## config.mk

```make
export PLATFORM = sky130hd
export DESIGN_NAME = ultrasonic_echo_responder
export DESIGN_NICKNAME = d
export VERILOG_FILES = /design/src/rtl/ultrasonic_echo_responder.sv
export SDC_FILE = /design/constraint.sdc
export NUM_CORES = 1
export LEC_CHECK = 0
export CAP_MARGIN = 20
export CORE_ASPECT_RATIO = 0.9
export CORE_UTILIZATION = 40
export CTS_BUF_LIST = sky130_fd_sc_hd__clkbuf_16
export CTS_CLUSTER_DIAMETER = 100
export DETAILED_ROUTE_END_ITERATION = 10
export PLACE_DENSITY = 0.59
export RECOVER_POWER = 100
export SETUP_SLACK_MARGIN = 0.3
export SLEW_MARGIN = 20
export SYNTH_ARGS = -nofsm -noshare
export SYNTH_HDL_FRONTEND = slang
export SYNTH_SLANG_ARGS = --single-unit
```

## constraint.sdc

```tcl
create_clock -name CLK100MHZ -period 3.82 [get_ports CLK100MHZ]
set_clock_uncertainty 0.2 [all_clocks]
set_input_delay 0.764 -clock CLK100MHZ [delete_from_list [all_inputs] [get_ports CLK100MHZ]]
set_output_delay 0.764 -clock CLK100MHZ [all_outputs]
set_load 0.03 [all_outputs]
```

## src/rtl/ultrasonic_echo_responder.sv

```systemverilog
// Sensor end of an HC-SR04-style trig/echo link: validates a trigger pulse, waits the
// acoustic-burst delay, then drives an echo whose width encodes the programmed distance.
module ultrasonic_echo_responder #(
  parameter logic [25:0] MIN_TRIG   = 26'd1000,
  parameter logic [25:0] ECHO_DELAY = 26'd20000,
  parameter logic [25:0] TIMEOUT    = 26'd3800000,
  parameter logic [25:0] HOLDOFF    = 26'd1000000
) (
  input  logic        CLK100MHZ,
  input  logic        reset,
  input  logic        trig,
  input  logic        obstacle,
  input  logic [25:0] echo_width,
  output logic        echo,
  output logic        busy,
  output logic [7:0]  short_cnt
);

  typedef enum logic [2:0] {
    ST_IDLE,
    ST_TRIG_HI,
    ST_DELAY,
    ST_ECHO,
    ST_HOLDOFF
  } state_t;

  state_t      state, state_nxt;
  logic        trig_m, trig_s, trig_s_d;
  logic        trig_rise;
  logic [25:0] trig_cnt, dly_cnt, echo_cnt, hold_cnt;
  logic [25:0] width, width_sel;

  assign trig_rise = trig_s & ~trig_s_d;

  // Echo width chosen at acceptance: no target means full timeout, otherwise clamp to [1, TIMEOUT].
  always_comb begin
    width_sel = echo_width;
    if (!obstacle)
      width_sel = TIMEOUT;
    else if (echo_width == '0)
      width_sel = 26'd1;
    else if (echo_width > TIMEOUT)
      width_sel = TIMEOUT;
  end

  always_ff @(posedge CLK100MHZ) begin
    if (reset) begin
      trig_m    <= 1'b0;
      trig_s    <= 1'b0;
      trig_s_d  <= 1'b0;
      state     <= ST_IDLE;
      trig_cnt  <= '0;
      dly_cnt   <= '0;
      echo_cnt  <= '0;
      hold_cnt  <= '0;
      width     <= '0;
      short_cnt <= '0;
    end else begin
      trig_m   <= trig;
      trig_s   <= trig_m;
      trig_s_d <= trig_s;
      state    <= state_nxt;
      case (state)
        ST_IDLE:
          if (trig_rise) trig_cnt <= 26'd1;
        ST_TRIG_HI:
          if (trig_s) begin
            if (trig_cnt < MIN_TRIG) trig_cnt <= trig_cnt + 26'd1;
          end else if (trig_cnt >= MIN_TRIG) begin
            width   <= width_sel;
            dly_cnt <= '0;
          end else if (short_cnt != '1) begin
            short_cnt <= short_cnt + 8'd1;
          end
        ST_DELAY:
          if (dly_cnt == ECHO_DELAY - 26'd1) echo_cnt <= '0;
          else dly_cnt <= dly_cnt + 26'd1;
        ST_ECHO:
          if (echo_cnt == width - 26'd1) hold_cnt <= '0;
          else echo_cnt <= echo_cnt + 26'd1;
        ST_HOLDOFF:
          hold_cnt <= hold_cnt + 26'd1;
        default: ;
      endcase
    end
  end

  always_comb begin
    state_nxt = state;
    case (state)
      ST_IDLE:    if (trig_rise) state_nxt = ST_TRIG_HI;
      ST_TRIG_HI: if (!trig_s) state_nxt = (trig_cnt >= MIN_TRIG) ? ST_DELAY : ST_IDLE;
      ST_DELAY:   if (dly_cnt == ECHO_DELAY - 26'd1) state_nxt = ST_ECHO;
      ST_ECHO:    if (echo_cnt == width - 26'd1) state_nxt = ST_HOLDOFF;
      ST_HOLDOFF: if (hold_cnt == HOLDOFF - 26'd1) state_nxt = ST_IDLE;
      default:    state_nxt = ST_IDLE;
    endcase
  end

  always_comb begin
    echo = (state == ST_ECHO);
    busy = (state != ST_IDLE);
  end

endmodule

```

==> results.cfg, run 1 <==
[run_status]
status = finished clean

[clock_tree]
cts_tree = yes
path_clk_slew_ns = 0.07
cts_buffers = 17
clock_sinks = 144
cts-hold-fix-buffers = 0
root_buffer = clkbuf_16
clk_latency_ns = 0.42
cts_buffer_depth = 2
htreeDepth = 4

[grt]
antenna_found_initial = 0
grtUsageMet3_pct = 4.64
grt_pass1_wl_mm = 31.8
grt_max_degree = 40
grt_pass1_vias = 6326
met1_usage_pct = 29.1
overflow = 0
globalRoute.busiestLayer = met2
use_met2_pct = 30.1
track_usage_pct = 20.3

[critical_path]
worstPathCellList = inv_1 -> ha_1 -> or4b_2 -> xnor2_1 -> and4b_1 -> o22ai_1 -> and4b_2 -> o2111a_1 -> buf_12 -> or4_1 -> a21oi_1
cp.arrival_ns = 3.57
slowest_stage = or4b_2
slowest_delay_ns = 0.64
end_kind = flop
worstSetupPathType = reg -> reg
critPathMaxFanout = 39
critPathRequiredTime_ns = 3.97
startpoint_type = flop

[power]
power_mw = 3.17
power_leakage_nw = 3.00
p_per_area_mw_per_mm2 = 364
vdd_drop_max_v = 0.000251

[floorplan]
die_h_um = 132
dieWidth_um = 146
rows = 47
top_level_ports = 40
dieArea_mm2 = 0.0193
initial_core_util_pct = 40.8
core-area_mm2 = 0.0184

[sta]
final_max_slew_viol_count = 0
fmaxAchievable_mhz = 292
finalCritPeriodShare_pct = 89.6
rsz0062_at_grt = no
finalCriticalPeriod_ns = 3.42
slew_headroom_pct = 30.5
post-route-worst-setup-slack_ns = 0.396
finalSetupViolCount = 0
tightestPinTransition_ns = 1.02
hold_slack_ns = 0.254
setup_tns_ns = 0
hold_viol = 0

[route]
first_pass_iters = 7
vias = 6755
drc = 0
drt-wirelength-per-cell_um = 15.5
vias_per_cell = 5.57
drt-initial-drc-count = 505
postRouteWirelength_mm = 18.8
antenna_left = 0

[logic_synthesis]
postSynthAreaPerCell_um2 = 8.14
synth_flop_cell = dfxtp_1
synth_area_leaders = dfxtp_1 38%, nor2_1 5.2%, xor2_1 4.0%
ys_ff_latch = 144
synth_nets = 959
synth_top_cell_by_area = dfxtp_1
yosysUniqueCellTypes = 65
synthCells = 922
yosys_warnings = 0
synth-edff-count = 0
ys_seq_area_share_pct = 38.4
synthArstFlopShare_pct = 0
yosysTopAreaCellShare_pct = 38.4
synth_area_mm2 = 0.00750

[placed_design]
post_dp_cell_area_mm2 = 0.00818
dp_cells = 1179
pre_cts_ws_ns = 0.362
hpwlAfterDp_mm = 13.4
gp_congestion = 0.838
io_buffers = 39

[cells_and_area]
postLayoutCellArea_mm2 = 0.00871
syn_to_final_growth_pct = 16.0
final_cell_mix = 143 x dfxtp_1, 103 x nor2_1, 65 x nand2_1
diodes = 0
nets = 992
final_layout_size_suffix_gt1_share_pct = 8.37
finalCoreUtilization_pct = 47.3
final_common_cell = dfxtp_1
stdcell_count = 1213

[worst_hold_path]
min_path_type = reg -> reg

[run]
maxCapViolCount = 0
per-layer routing:
metal  vias to the layer above  share of wire, %  routed length (µm)
li1                       3453                 -                   -
met1                      3125                51                9570
met2                       163                43                8090
met3                        14               4.7                 876
met4                         0               1.2                 224
met5                         -                 0                   0
logic make-up (layout without fill, tap and decap cells):
kind of cell,Yosys count,count (layout),share of synthesized area [%]
buf+inv,76,122,3.99
fa+ha+maj,7,7,1.17
xor+xnor,64,64,7.47
mux,6,6,0.817
compound gates,197,197,17.1
simple gates,428,428,31.0
flops,144,144,38.4
worst paths after layout:
check        slack, ns                   endpoint  cells past startpoint                   from
max               0.40  echo_cnt[17]$_SDFFE_PP0P_                     11  width[1]$_SDFFE_PP0P_
min reg2reg       0.25          trig_s$_SDFF_PP0_                      1      trig_m$_SDFF_PP0_
max reg2reg       0.40  echo_cnt[17]$_SDFFE_PP0P_                     11  width[1]$_SDFFE_PP0P_
min               0.25          trig_s$_SDFF_PP0_                      1      trig_m$_SDFF_PP0_
power by group:
group / switching [mW] / internal [mW] / leakage, nW
sequential: 0.00443 / 1.51 / 1.16
clock: 0.685 / 0.837 / 0.265
combinational: 0.0769 / 0.0557 / 1.58
synth_stat cells (5+ instances only):
cell	instances
nor4_1	26
and2_1	21
o21a_1	6
a31oi_1	14
or3_1	35
nor3_1	27
a22oi_1	8
mux2i_1	5
ha_1	7
o21ai_0	52
nand3_1	29
a21oi_1	49
nand2b_1	5
dfxtp_1	144
xor2_1	34
nand4_1	34
or2_2	5
nor2_1	103
o221a_2	11
inv_1	27
nand2_1	65
xnor2_1	30
a211oi_1	12
or4_1	17
o211ai_1	5
nor2b_1	8
a41oi_1	5
buf_2	5
and3_1	22
o31ai_1	5
and4_1	8
clkbuf_1	40
final cells by class:
cell class / instances / area [µm²]
Fill cell: 1796 / 9700
Tap cell: 245 / 307
Timing Repair Buffer: 63 / 554
Sequential cell: 144 / 2880
Multi-Input combinational cell: 702 / 4320
Clock buffer: 17 / 425
Inverter: 27 / 101
Clock inverter: 15 / 114
sequential cells by signal (all words and copies together) (netlist names):
name,flops
echo_cnt,26
state,3
trig_s,1
trig_m,1
hold_cnt,26
short_cnt,8
width,26
trig_cnt,26
trig_s_d,1
dly_cnt,26
worst max-delay path: cells and delay by family (launching register included):
family,cells,cell delay (ns)
adders and majority gates,1,0.26
AOI/OAI and AO/OA,3,0.48
xor gates and xnor gates,1,0.15
buffers and inverters,2,0.24
DFF,1,0.36
and+or+nand+nor,4,1.65
timing repair:
action	4_1_cts	5_1_grt
resized for setup	0	9
setup endpoints to repair	0	46
buffers inserted	0	2
Power figures use the tool's default switching activity.
==> run 2, diff against run 1 <==
--- a/config.mk
+++ b/config.mk
@@ -6,12 +6,15 @@
 export NUM_CORES = 1
 export LEC_CHECK = 0
 export CAP_MARGIN = 20
+export CELL_PAD_IN_SITES_DETAIL_PLACEMENT = 0
+export CELL_PAD_IN_SITES_GLOBAL_PLACEMENT = 1
 export CORE_ASPECT_RATIO = 0.9
 export CORE_UTILIZATION = 40
 export CTS_BUF_LIST = sky130_fd_sc_hd__clkbuf_16
 export CTS_CLUSTER_DIAMETER = 100
 export DETAILED_ROUTE_END_ITERATION = 10
-export PLACE_DENSITY = 0.59
+export DONT_BUFFER_PORTS = 1
+export PLACE_DENSITY = 0.7
 export RECOVER_POWER = 100
 export SETUP_SLACK_MARGIN = 0.3
 export SLEW_MARGIN = 20
==> run 2 against run 1 <==
Sequential cell count did not move; worst setup slack better by 0.0052 ns; global-route usage grew 0.49 points; routed wire length up 3.3%; highest routed layer unchanged.
==> results.cfg, run 2 (synthesized netlist as in run 1, its figures left out) <==
[clock_tree]
cts_buffers = 17
cts_tree = yes
cts_buffer_depth = 2
cts-hold-fix-buffers = 0
htreeDepth = 4
root_buffer = clkbuf_16
clk_latency_ns = 0.44
path_clk_slew_ns = 0.07
clock_sinks = 144

[placed_design]
dp_cells = 1137
hpwlAfterDp_mm = 13.7
gp_congestion = 0.868
io_buffers = 0
post_dp_cell_area_mm2 = 0.00777

[power]
power_mw = 3.26
p_per_area_mw_per_mm2 = 388
power_leakage_nw = 2.85
vdd_drop_max_v = 0.000270

[route]
drc = 0
postRouteWirelength_mm = 19.4
drt-initial-drc-count = 453
first_pass_iters = 5
antenna_left = 0
vias = 6715
vias_per_cell = 5.73
drt-wirelength-per-cell_um = 16.5

[cells_and_area]
diodes = 0
postLayoutCellArea_mm2 = 0.00839
final_cell_mix = 144 x dfxtp_1, 103 x nor2_1, 65 x nand2_1
final_layout_size_suffix_gt1_share_pct = 8.85
fill_cells = 1848
syn_to_final_growth_pct = 11.8
nets = 951
stdcell_count = 1172
final_common_cell = dfxtp_1

[critical_path]
startpoint_type = flop
cp.arrival_ns = 3.59
worstSetupPathType = reg -> reg
end_kind = flop
reg2reg_depth = 9
critPathMaxFanout = 8
critPathRequiredTime_ns = 4.00

[grt]
track_usage_pct = 20.7
overflow = 0
grt_pass1_vias = 6115
antenna_found_initial = 0
grt_max_degree = 50
grt_pass1_wl_mm = 32.1

[sta]
rsz0062_at_grt = no
hold_viol = 0
fmaxAchievable_mhz = 292
setup_tns_ns = 0
slew_headroom_pct = 28.9
final_max_slew_viol_count = 0
finalCritPeriodShare_pct = 89.5
tightestPinTransition_ns = 1.07
finalCriticalPeriod_ns = 3.42
finalSetupViolCount = 0

[run]
maxCapViolCount = 0

[worst_hold_path]
holdPathStages = 1
min_path_type = in -> reg

[floorplan]
rows = 47
top_level_ports = 40
dieWidth_um = 146
core-area_mm2 = 0.0184
initial_core_util_pct = 40.8
dieArea_mm2 = 0.0193
die_h_um = 132

[run_status]
status = finished clean
-- run 2: cell types whose count changed in the layout (fill, tap and decap cells not counted), sizes merged --
| cell | before | now |
|---|---|---|
| inv | 32 | 38 |
| buf | 18 | 15 |
| dlygate4sd3 | 10 | 0 |
| clkdlybuf4s50 | 28 | 0 |
| clkinv | 8 | 4 |
| clkinvlp | 2 | 0 |
-- run 2: layout make-up --
class	instances	area [µm²]	share of cell area [%]
inverter	27	101	1.21
clock buffer	17	425	5.07
tap	245	307	3.65
timing repair buffer	22	151	1.80
sequential	144	2880	34.4
multi-input combinational	702	4360	52.0
clock inverter	15	161	1.92
-- run 2: layer usage --
layer	global-route usage (%)	share of wire (%)	up-vias
met3	4.71	5.0	30
met4	7.29	1.7	0
met1	30.1	51	3153
li1	-	-	3382
met2	29.8	42	150
met5	0	0	-
-- run 2: final timing paths --
kind | startpoint | endpoint | slack, ns
worst max-delay path | width[5]$_SDFFE_PP0P_ | echo_cnt[1]$_SDFFE_PP0P_ | 0.40
worst min-delay path | reset | trig_m$_SDFF_PP0_ | 0.19
worst max register to register | width[5]$_SDFFE_PP0P_ | echo_cnt[1]$_SDFFE_PP0P_ | 0.40
worst min register to register | trig_m$_SDFF_PP0_ | trig_s$_SDFF_PP0_ | 0.26
-- run 2: worst max-delay path: stages, from the launching register on --
cell and delay, ns:
dfxtp_1 0.40, or4_4 0.59, nor4_4 0.36, buf_4 0.18, nand3b_1 0.09, a2111oi_0 0.41, and4b_1 0.33, o2111ai_1 0.33
a21oi_1 0.30, a2bb2o_1 0.16
-- run 2: what timing repair did --
action | 4_1_cts | 5_1_grt
setup buffers | 0 | 3
gates resized for setup | 0 | 13
setup endpoints to repair | 0 | 41
-- run 2: report_power, final --
group / internal [mW] / switching [mW] / leakage, nW
Clock: 0.880 / 0.784 / 0.290
Combinational: 0.0252 / 0.0543 / 1.40
Sequential: 1.51 / 0.00891 / 1.16
-- run 2: metrics by stage --
step           hold WS, ns  setup slack [ns]  utilization [%]
2_1_floorplan        0.214             0.626                -
3_3_place_gp         0.246             0.455             42.2
3_5_place_dp         0.252             0.432             42.2
4_1_cts              0.177             0.412             45.4
5_1_grt              0.187             0.162             45.6
6_report             0.195             0.401             45.6
==> run 3, diff against run 2 <==
--- a/config.mk
+++ b/config.mk
@@ -17,7 +17,6 @@
 export PLACE_DENSITY = 0.7
 export RECOVER_POWER = 100
 export SETUP_SLACK_MARGIN = 0.3
-export SLEW_MARGIN = 20
 export SYNTH_ARGS = -nofsm -noshare
 export SYNTH_HDL_FRONTEND = slang
 export SYNTH_SLANG_ARGS = --single-unit
==> results of run 3 <==
No change in the layout: final DEF, timing and power equal those of run 2.
